[config.mk]
export PLATFORM = sky130hd
export DESIGN_NAME = hazard_stall_unit
export DESIGN_NICKNAME = d
export VERILOG_FILES = /design/src/rtl/hazard_stall_unit_pkg.sv /design/src/rtl/hazard_stall_unit_stall_counter.sv /design/src/rtl/hazard_stall_unit.sv
export SDC_FILE = /design/constraint.sdc
export NUM_CORES = 1
export LEC_CHECK = 0
export ABC_CLOCK_PERIOD_IN_PS = 4700
export CORE_UTILIZATION = 40
export CTS_CLUSTER_SIZE = 20
export DETAILED_ROUTE_END_ITERATION = 10
export GPL_ROUTABILITY_DRIVEN = 1
export HOLD_SLACK_MARGIN = 0.05
export PLACE_DENSITY = 0.7
export SKIP_LAST_GASP = 1
export SYNTH_ARGS = -nofsm -noshare
export SYNTH_HDL_FRONTEND = slang
export SYNTH_SLANG_ARGS = --single-unit
[constraint.sdc]
create_clock -name clk_i -period 4.7 [get_ports clk_i]
set_input_delay 0.47 -clock clk_i [delete_from_list [all_inputs] [get_ports clk_i]]
set_output_delay 0.47 -clock clk_i [all_outputs]
set_load 0.02 [all_outputs]
[src/rtl/hazard_stall_unit_pkg.sv]
// Shared opcode, data-memory access and FSM encodings for the ID-stage hazard logic.
// Also holds the per-opcode source-register usage helpers.
package hazard_stall_unit_pkg;

    localparam logic [5:0] OP_RTYPE  = 6'b000000;
    localparam logic [5:0] OP_ADDI   = 6'b001000;
    localparam logic [5:0] OP_LW     = 6'b100011;
    localparam logic [5:0] OP_SW     = 6'b101011;
    localparam logic [5:0] OP_BRANCH = 6'b000100;
    localparam logic [5:0] OP_JUMP   = 6'b000010;

    typedef enum logic [1:0] {
        NOAC = 2'd0,
        BYTE = 2'd1,
        HALF = 2'd2,
        WORD = 2'd3
    } dmem_ac_e;

    typedef enum logic [1:0] {
        ST_RUN      = 2'd0,
        ST_MEM_WAIT = 2'd1
    } state_e;

    function automatic logic uses_rs(input logic [5:0] op);
        return (op != OP_JUMP);
    endfunction

    // rt is a destination for I-type ALU ops and loads, so only these read it.
    function automatic logic uses_rt(input logic [5:0] op);
        return (op == OP_RTYPE) || (op == OP_BRANCH) || (op == OP_SW);
    endfunction

endpackage

[src/rtl/hazard_stall_unit_stall_counter.sv]
// Saturating up-counter with synchronous active-low clear.
// One-cycle update latency; holds at all-ones instead of wrapping.
module stall_counter #(
    parameter int CNT_W = 32
) (
    input  logic             clk_i,
    input  logic             rst_i,
    input  logic             inc_i,
    output logic [CNT_W-1:0] count_o
);

    always_ff @(posedge clk_i) begin
        if (!rst_i) begin
            count_o <= '0;
        end else if (inc_i && (count_o != '1)) begin
            count_o <= count_o + CNT_W'(1);
        end
    end

endmodule

[src/rtl/hazard_stall_unit.sv]
// ID-stage hazard/stall controller: load-use stall, redirect flush, data-memory freeze.
// Control outputs are combinational (same cycle); counter and timeout update on the next edge.
module hazard_stall_unit
    import hazard_stall_unit_pkg::*;
#(
    parameter int CNT_W    = 32,
    parameter int MAX_WAIT = 16
) (
    input  logic             clk_i,
    input  logic             rst_i,
    input  logic [5:0]       IF_ID_Op_i,
    input  logic [4:0]       IF_ID_Rs_i,
    input  logic [4:0]       IF_ID_Rt_i,
    input  logic [1:0]       ID_EX_MemRead_i,
    input  logic [4:0]       ID_EX_Rt_i,
    input  logic             Branch_taken_i,
    input  logic             Jump_i,
    input  logic             Dmem_busy_i,
    output logic             Stall_o,
    output logic             PCWrite_o,
    output logic             IF_ID_Write_o,
    output logic             IF_Flush_o,
    output logic             Pipe_Freeze_o,
    output logic [CNT_W-1:0] StallCnt_o,
    output logic             Timeout_o
);

    localparam int              WAIT_W   = $clog2(MAX_WAIT + 1);
    localparam logic [WAIT_W-1:0] WAIT_MAX = WAIT_W'(MAX_WAIT);

    state_e            state_q, state_d;
    logic [WAIT_W-1:0] wait_q, wait_d;
    logic              timeout_q, timeout_d;
    logic              load_use;

    // Register 0 is excluded by requiring a nonzero load destination.
    assign load_use = (ID_EX_MemRead_i != NOAC) && (ID_EX_Rt_i != 5'd0) &&
                      ((uses_rs(IF_ID_Op_i) && (IF_ID_Rs_i == ID_EX_Rt_i)) ||
                       (uses_rt(IF_ID_Op_i) && (IF_ID_Rt_i == ID_EX_Rt_i)));

    always_comb begin
        state_d       = state_q;
        wait_d        = wait_q;
        timeout_d     = timeout_q;
        Stall_o       = 1'b0;
        PCWrite_o     = 1'b1;
        IF_ID_Write_o = 1'b1;
        IF_Flush_o    = 1'b0;
        Pipe_Freeze_o = 1'b0;

        if (!rst_i) begin
            state_d   = ST_RUN;
            wait_d    = '0;
            timeout_d = 1'b0;
        end else if (Dmem_busy_i) begin
            Pipe_Freeze_o = 1'b1;
            PCWrite_o     = 1'b0;
            IF_ID_Write_o = 1'b0;
            state_d       = ST_MEM_WAIT;
            if (state_q != ST_MEM_WAIT) begin
                wait_d = WAIT_W'(1);
            end else if (wait_q == WAIT_MAX) begin
                timeout_d = 1'b1;
            end else begin
                wait_d = wait_q + WAIT_W'(1);
            end
        end else begin
            state_d = ST_RUN;
            wait_d  = '0;
            if (load_use) begin
                // A redirect seen here is dropped; ID re-presents it next cycle.
                Stall_o       = 1'b1;
                PCWrite_o     = 1'b0;
                IF_ID_Write_o = 1'b0;
            end else begin
                IF_Flush_o = Branch_taken_i | Jump_i;
            end
        end
    end

    always_ff @(posedge clk_i) begin
        if (!rst_i) begin
            state_q   <= ST_RUN;
            wait_q    <= '0;
            timeout_q <= 1'b0;
        end else begin
            state_q   <= state_d;
            wait_q    <= wait_d;
            timeout_q <= timeout_d;
        end
    end

    assign Timeout_o = timeout_q;

    stall_counter #(
        .CNT_W (CNT_W)
    ) u_stall_counter (
        .clk_i   (clk_i),
        .rst_i   (rst_i),
        .inc_i   (Stall_o | Pipe_Freeze_o),
        .count_o (StallCnt_o)
    );

endmodule

Word level (Yosys, flattened, before mapping)
Index checks and enable logic that the tools add are counted.
{ "classes": {"eq_ne": 9, "n_bitwise": 5, "mux": 14, "n_reduce_logical": 14, "addsub": 2} }
{ "ops": {"columns": ["op", "n"], "rows": [
  ["$add 32x1->32 const B", 1],
  ["$ne 32x32->1 const B", 1],
  ["$mux 1", 14],
  ["$eq 5x5->1", 2],
  ["$eq 6x3->1 const B", 1],
  ["$eq 6x6->1 const B", 1],
  ["$logic_not 6->1", 1],
  ["$ne 6x2->1 const B", 1],
  ["$add 5x1->5 const B", 1],
  ["$eq 5x5->1 const B", 1],
  ["$logic_and 1x1->1", 5],
  ["$reduce_bool 5->1", 1],
  ["$logic_or 1x1->1", 3],
  ["$not 1->1", 3],
  ["$reduce_and 3->1", 1],
  ["$reduce_or 3->1", 1],
  ["$ne 2x1->1 const B", 1],
  ["$ne 2x2->1 const B", 1],
  ["$or 1x1->1", 2],
  ["$reduce_and 2->1", 1],
  ["$reduce_bool 2->1", 1]
]} }
{ "totals": {"reg_bits": 40, "out_inout_bits": 38, "word_cells": 49, "input_bits": 28} }

Depth between registers and ports, before layout
Gate-level depths: netlist of run 1.
{ "logic_depth": {"ltp_word": 11, "ltp_mapped": 9, "ltp_nobuf": 7} }

Hierarchy
Synthesis of run 1 repeated with hierarchy kept, for this count alone.
{ "unflattened": {"hier_cells": 261, "hier_area_um2": 2238.4} }
{ "modules_own_cells": {"columns": ["mod", "n_inst", "cells_per_inst", "area_each_um2", "seq_area_each_um2"], "rows": [
  ["stall_counter", 1, 200, 1704.1, 640.6],
  ["hazard_stall_unit", 1, 61, 534.3, 140.1]
]} }

Least setup slack after synthesis of run 1
No wires, ideal clock.
{ "synth_timing": {"path_kind": "input-to-output", "startpoint": "in IF_ID_Op_i[0]", "endpoint": "out PCWrite_o", "arrival_ps": 2167, "cell_stages": 7, "t_required_ps": 4230, "n_path_buf": 1, "path_slack_ps": 2063, "cell_sequence": "or3_1 -> or4b_1 -> nand4_1 -> a21oi_1 -> or2_2 -> nand2_1 -> buf_4"} }
{ "synth_via": {"elab_chain_len": 9, "elab_cells_between_ends": 13, "classes_between": "3 x eq/ne; 3 x mux; 7 x reduce/logical"} }
{ "synth_lines": {"columns": ["item", "line", "text"], "rows": [
  ["start, declared", "hazard_stall_unit.sv:11", "input logic [5:0] IF_ID_Op_i,"],
  ["$eq 6x3->1 / $logic_not 6->1 (equally long branches)", "hazard_stall_unit_pkg.sv:30", "return (op == OP_RTYPE) || (op == OP_BRANCH) || (op == OP_SW);"],
  ["$logic_or 1x1->1 (2 in series)", "hazard_stall_unit_pkg.sv:30", null],
  ["$logic_and 1x1->1", "hazard_stall_unit.sv:39", "(uses_rt(IF_ID_Op_i) && (IF_ID_Rt_i == ID_EX_Rt_i)));"],
  ["$logic_or 1x1->1 (*)", "hazard_stall_unit.sv:38", "((uses_rs(IF_ID_Op_i) && (IF_ID_Rs_i == ID_EX_Rt_i)) ||"],
  ["$logic_and 1x1->1 (*)", "hazard_stall_unit.sv:37", "assign load_use = (ID_EX_MemRead_i != NOAC) && (ID_EX_Rt_i != 5'd0) &&"],
  ["$mux 1 (*) (3 in series)", null, null],
  ["end, declared", "hazard_stall_unit.sv:20", "output logic PCWrite_o,"]
]} }
Every way passes the cells marked *; elsewhere a longest branch is shown, timed or not.

Final worst setup path of run 1
{ "layout_timing": {"startpoint": "in IF_ID_Op_i[0]", "endpoint": "out PCWrite_o"} }
{ "layout_via": {"elab_chain_len": 9, "elab_cells_between_ends": 13, "classes_between": "3 x eq/ne; 3 x mux; 7 x reduce/logical"} }
{ "layout_lines": {"columns": ["item", "line", "text"], "rows": [
  ["$eq 6x3->1 / $logic_not 6->1 (equally long branches)", "hazard_stall_unit_pkg.sv:30", null],
  ["$logic_or 1x1->1 (2 in series)", "hazard_stall_unit_pkg.sv:30", null],
  ["$logic_and 1x1->1", "hazard_stall_unit.sv:39", null],
  ["$logic_or 1x1->1 (*)", "hazard_stall_unit.sv:38", null],
  ["$logic_and 1x1->1 (*)", "hazard_stall_unit.sv:37", null],
  ["$mux 1 (*)", "hazard_stall_unit.sv:70", "if (load_use) begin"],
  ["$mux 1 (*)", "hazard_stall_unit.sv:55", "end else if (Dmem_busy_i) begin"],
  ["$mux 1 (*)", "hazard_stall_unit.sv:51", "if (!rst_i) begin"]
]} }
Marked as above.

==> reports/qor.txt, run 1 <==
Sequential share of power - 50.9%
Vias/cell - 5.41
FF-to-FF Start - u_stall_counter.count_o[0]
Finished Cell Area - 2910 um^2
Power Dens Cells - 227 nW/um^2
Post-place instance area - 2810 um^2
First-pass GRT wire length - 8090 um
Area of the multi-input gates - 1240 um^2
HP Class - flop to flop
Cell count of the worst reg-to-reg path - 9
Synthesized flop and latch total - 39
Vias in the first global route - 1797
Htree depth - 2
Outcome - finished clean
Die Area - 5610 um^2
Worst slew pin tran - 0.725 ns
Internal power - 508 uW
Post-detailed-routing wire length - 4980 um
Mapped cell area - 2130 um^2
CTS tree - done
Core ar. - 5110 um^2
Critical path class - input port to output port
Clk buf depth - 2
FFs w/ async S/R, synth - 0%
Peak supply drop - 0.113 mV
Routability Congestion - 0.691
Clk Latency, worst-skew pair - 0.29 ns
Crit path time final - 3.52 ns
Drt pass-1 iters - 4
CP max stage cell - clkdlybuf4s50_1
DRT iter0 DRCs - 86
Critical path's most frequent cell - clkdlybuf4s50_1
Switching fraction of total power - 23.3%
Num Clock Sinks - 39
LEAKAGE - 0.943 nW
CP max FO - 4
Finish-stage setup viols - 0
Switching power total - 155 uW
Final Hold Fails - 0
Clk network pwr share - 37.4%
FMAX - 0.284 GHz
Root Buffer - clkbuf_8
Aggregate global routing overflow - 0
Largest net degree at the start of global routing - 34
Post-CTS Setup Inserts - 0
Layout Nets - 347
IO buf count - 65
CP cell instances - clkdlybuf4s50_1 -> or3_1 -> or4b_1 -> nand4_1 -> a21oi_1 -> or2_2 -> nand2_1 -> clkdlybuf4s50_1
Post-route ant nets - 0
Initial antenna violation count - 0
Worst Setup SP - IF_ID_Op_i[0]
Initial Util - 41.6%
WP data arrival - 3.05 ns
DRC violations left - 0
Final slew viol count - 0
Total track usage - 18.9%
Row cnt - 26
Yosys cell types - 38
Die Wd - 74.9 um
Leading cell type in the layout, fill and taps excluded - clkdlybuf4s50_1
Via Count - 2094
Element type at the critical path end - output port
Resized cells post-CTS - 0
Hold Crit Depth - 2
Hpwl dp - 3560 um
Post-synthesis net count - 287
Synth Area per Inst - 8.31 um^2
Post-synthesis sequential area ratio - 36.7%
Setup Skew - 0.00377 ns
Hold wc startpoint - u_stall_counter.count_o[17]
Most frequent cells in the layout - clkdlybuf4s50_1, dfxtp_1, nand2_1, a21oi_1, or4_1
# IOs - 66
Num CTS Buffers - 5
Synth warn - 0
Startpoint type of the worst setup path - input port
Wire length per cell - 12.9 um
Instance count of the mapped netlist - 256
Storage element area - 781 um^2
Die extent in y - 74.9 um
Slew headroom - 51.6%
Sum of negative setup slack - 0 ns
Req. time, crit path - 4.23 ns
Max Cap Violations - 0
Post-synth top flop - dfxtp_1
Area added between synthesis and finish - 37.0%
RSZ-0062 raised after global routing - no
Ant diodes - 0
Filler cells - 489
Logic pwr share - 11.8%
Fraction of layout cells with a size suffix above 1 - 4.73%
Hold_buf cts - 0
Util after Layout - 57.1%
Clock slew at reported path FFs - 0.07 ns
Post-synth EDFFs - 0
Final period utilization - 74.9%
Slowest stage delay, CP - 0.62 ns
[stage by stage]
step,setup slack (ns),total power [mW],hold slack [ns],instances
2_1_floorplan,2.06,0.383,0.440,256
3_3_place_gp,1.21,0.422,0.457,379
3_5_place_dp,1.19,0.423,0.466,379
4_1_cts,1.19,0.672,0.482,387
5_1_grt,1.06,0.693,0.505,387
6_report,1.18,0.663,0.481,387
[Yosys cell counts (2+ instances only)]
cell	n	share of area [%]
dfxtp_1	39	37
nand2_1	30	5.3
a21oi_1	16	3.8
or4_1	16	5.6
nand3_1	15	3.5
nor2_1	12	2.1
mux2i_1	11	5.2
xor2_1	11	4.5
nor4_1	10	2.9
o31ai_1	10	3.5
clkbuf_1	9	1.6
inv_1	8	1.4
nand2b_1	8	2.4
nand4_1	8	2.4
or3_1	8	2.4
o211ai_1	5	1.8
o21ai_0	5	1.2
xnor2_1	5	2.1
buf_4	4	1.4
and2_1	3	0.88
ha_1	3	1.8
nor3_1	3	0.71
buf_2	2	0.47
[kinds of logic (layout without fill, tap and decap cells)]
kind of cell               Yosys count  after routing  share of synthesized area, %
AOI/OAI and AO/OA                   42             42                          12.8
DFF                                 39             39                          36.7
muxes                               11             11                          5.18
buffers and inverters               23             84                          4.88
and+or+nand+nor                    122            122                          32.1
adders and majority gates            3              3                          1.76
xor gates and xnor gates            16             16                          6.59
[power groups by stage]
stage               Combinational (mW)  Sequential [mW]  Clock, mW
floorplan                       0.0367            0.347          0
global placement                0.0772            0.345          0
detailed placement              0.0785            0.345          0
CTS                             0.0786            0.337      0.256
global route                    0.0854            0.338      0.270
finish                          0.0780            0.337      0.247
[path summary, 6_finish.rpt]
path / to / slack (ns)
setup / recovery: PCWrite_o / 1.18
hold / removal: u_stall_counter.count_o[17] / 0.48
setup reg to reg: u_stall_counter.count_o[1] / 1.67
hold reg to reg: u_stall_counter.count_o[17] / 0.48
[metal layers]
metal  share of wire (%)  wire (um)  vias up  GRT usage (%)
met5                   0          0        -              0
met1                  44       2180      964           23.2
met4                0.70         35        0           6.50
met2                  48       2410       70           31.4
li1                    -          -     1056              -
met3                 7.2        359        4           5.76
[sequential cells by signal, summed over array words and instances (netlist names)]
register                 cells
state_q                      1
Timeout_o                    1
wait_q                       5
u_stall_counter.count_o     32
[critical path: cells and delay by family]
family          cells  cell delay, ns
simple gates        5            1.42
compound gates      1            0.12
buf+inv             2            1.03
[area by class of cell]
| cell class | instances | share of cell area, % |
|---|---|---|
| timing repair buffer | 68 | 23.1 |
| sequential | 39 | 26.8 |
| multi-input combinational | 194 | 42.6 |
| inverter | 8 | 1.03 |
| clock buffer | 8 | 3.43 |
| tap | 70 | 3.01 |
(Power assumes the default switching activity.)
==> run 2, diff against run 1 <==
--- a/config.mk
+++ b/config.mk
@@ -5,7 +5,7 @@
 export SDC_FILE = /design/constraint.sdc
 export NUM_CORES = 1
 export LEC_CHECK = 0
-export ABC_CLOCK_PERIOD_IN_PS = 4700
+export ABC_CLOCK_PERIOD_IN_PS = 3460
 export CORE_UTILIZATION = 40
 export CTS_CLUSTER_SIZE = 20
 export DETAILED_ROUTE_END_ITERATION = 10
==> constraint.sdc (replaced) <==
create_clock -name clk_i -period 3.46 [get_ports clk_i]
set_input_delay 0.346 -clock clk_i [delete_from_list [all_inputs] [get_ports clk_i]]
set_output_delay 0.346 -clock clk_i [all_outputs]
set_load 0.02 [all_outputs]
==> reports/qor.txt, run 2 (synthesis gave the netlist of run 1 again) <==
Outcome - finished clean
Post-detailed-routing wire length - 4980 um
Wire length per cell - 12.8 um
Bufs and invs on worst path - 2
CTS tree - done
Setup Skew - 0.00320 ns
Clk Latency, worst-skew pair - 0.29 ns
Die Wd - 74.9 um
CP cell instances - clkdlybuf4s50_1 -> or3_1 -> or4b_1 -> nand4_1 -> a21oi_1 -> or2_2 -> nand2_1 -> clkdlybuf4s50_1
Ant diodes - 0
Hold wc startpoint - Timeout_o
Die Area - 5610 um^2
CP max FO - 4
Total track usage - 19.1%
Setup WS post-layout - 0.253 ns
Layout Nets - 350
Num CTS Buffers - 5
Non-Filler Instances - 390
Crit path time final - 3.21 ns
Placed Cells - 382
Req. time, crit path - 3.11 ns
Largest net degree at the start of global routing - 37
Max reg flops - 32
FMAX - 0.312 GHz
Hpwl dp - 3620 um
FF-to-FF Start - u_stall_counter.count_o[0]
Critical path's most frequent cell - clkdlybuf4s50_1
HP Class - flop to flop
Top delay family on crit path - simple AND/OR/NAND/NOR gates
Core ar. - 5110 um^2
Routability Congestion - 0.748
Sum of negative setup slack - 0 ns
Num Clock Sinks - 39
Top reg by flops - u_stall_counter.count_o
Clk buf depth - 2
Post-route ant nets - 0
Resized cells post-CTS - 0
Worst slew pin tran - 0.538 ns
Largest registers - u_stall_counter.count_o x32, wait_q x5
WP data arrival - 2.86 ns
Drt pass-1 iters - 4
Initial Util - 41.6%
Critical path class - input port to output port
Post-CTS Setup Inserts - 0
Hold_buf cts - 0
DRT iter0 DRCs - 107
Max Cap Violations - 0
Slowest stage delay, CP - 0.61 ns
Startpoint type of the worst setup path - input port
Vias in the first global route - 1903
Leading cell type in the layout, fill and taps excluded - clkdlybuf4s50_1
Power Dens Cells - 297 nW/um^2
Row cnt - 26
Fraction of layout cells with a size suffix above 1 - 5.31%
Slew headroom - 63.9%
LEAKAGE - 0.948 nW
Via Count - 2131
Aggregate global routing overflow - 0
CP max stage cell - clkdlybuf4s50_1
Finish-stage setup viols - 0
Final hold slack - 0.480 ns
Peak supply drop - 0.165 mV
Filler cells - 492
Storage element area - 781 um^2
Final Hold Fails - 0
IO buf count - 65
Initial antenna violation count - 0
Vias/cell - 5.46
Root Buffer - clkbuf_8
Element type at the critical path end - output port
Htree depth - 2
Final period utilization - 92.7%
Pre-CTS WS - 0.242 ns
Area added between synthesis and finish - 37.2%
Final slew viol count - 0
Most frequent cells in the layout - clkdlybuf4s50_1, dfxtp_1, nand2_1, a21oi_1, or4_1
RSZ-0062 raised after global routing - no
Die extent in y - 74.9 um
First-pass GRT wire length - 8190 um
Clock slew at reported path FFs - 0.07 ns
Worst Setup SP - IF_ID_Op_i[0]
# IOs - 66
Area of the multi-input gates - 1240 um^2
DRC violations left - 0
==> run 2: changes by cell type in the layout (fill, tap and decap cells not counted), sizes merged <==
cell	previous run	this run
buf	3	6
clkinv	0	1
clkbuf	8	7
==> run 2: stage by stage <==
stage	power, mW	util [%]	instance area [um^2]
finish	0.866	57.1	2920
global route	0.903	57.1	2920
CTS	0.875	57.1	2920
detailed placement	0.576	55.5	2840
global placement	0.574	55.5	2840
floorplan	0.521	-	2130
==> run 2: path summary, 6_finish.rpt <==
kind,end,slack (ns),depth (start not counted)
setup / recovery,IF_ID_Write_o,0.25,8
hold / removal,Timeout_o,0.48,1
hold reg to reg,Timeout_o,0.48,1
setup reg to reg,u_stall_counter.count_o[30],0.92,7
==> run 2: layout make-up <==
cell class,count,share of cell area [%]
multi-input cells,194,42.6
flip-flops and latches,39,26.8
repair buffers,71,23.8
well taps,70,3.00
clock buffers,7,2.62
inverters,8,1.03
clock inverters,1,0.172
==> run 2: routing by layer <==
metal / track usage [%] / share of wire (%) / vias up
li1: - / - / 1072
met1: 21.2 / 44 / 991
met2: 34.3 / 48 / 60
met3: 5.62 / 6.6 / 8
met4: 7.13 / 1.8 / 0
met5: 0 / 0 / -
==> run 2: power breakdown <==
group / switching (mW) / internal [mW]
combinational: 0.0509 / 0.0564
sequential: 0.00484 / 0.453
clock: 0.160 / 0.142
==> run 2: worst register-to-register path, delay by kind of cell (launching register included) <==
family	cells	cell delay, ns
AO/OA/AOI/OAI	1	0.13
flip-flops	1	0.41
AND/OR/NAND/NOR	5	1.67
adder cells (fa/ha/maj)	1	0.25
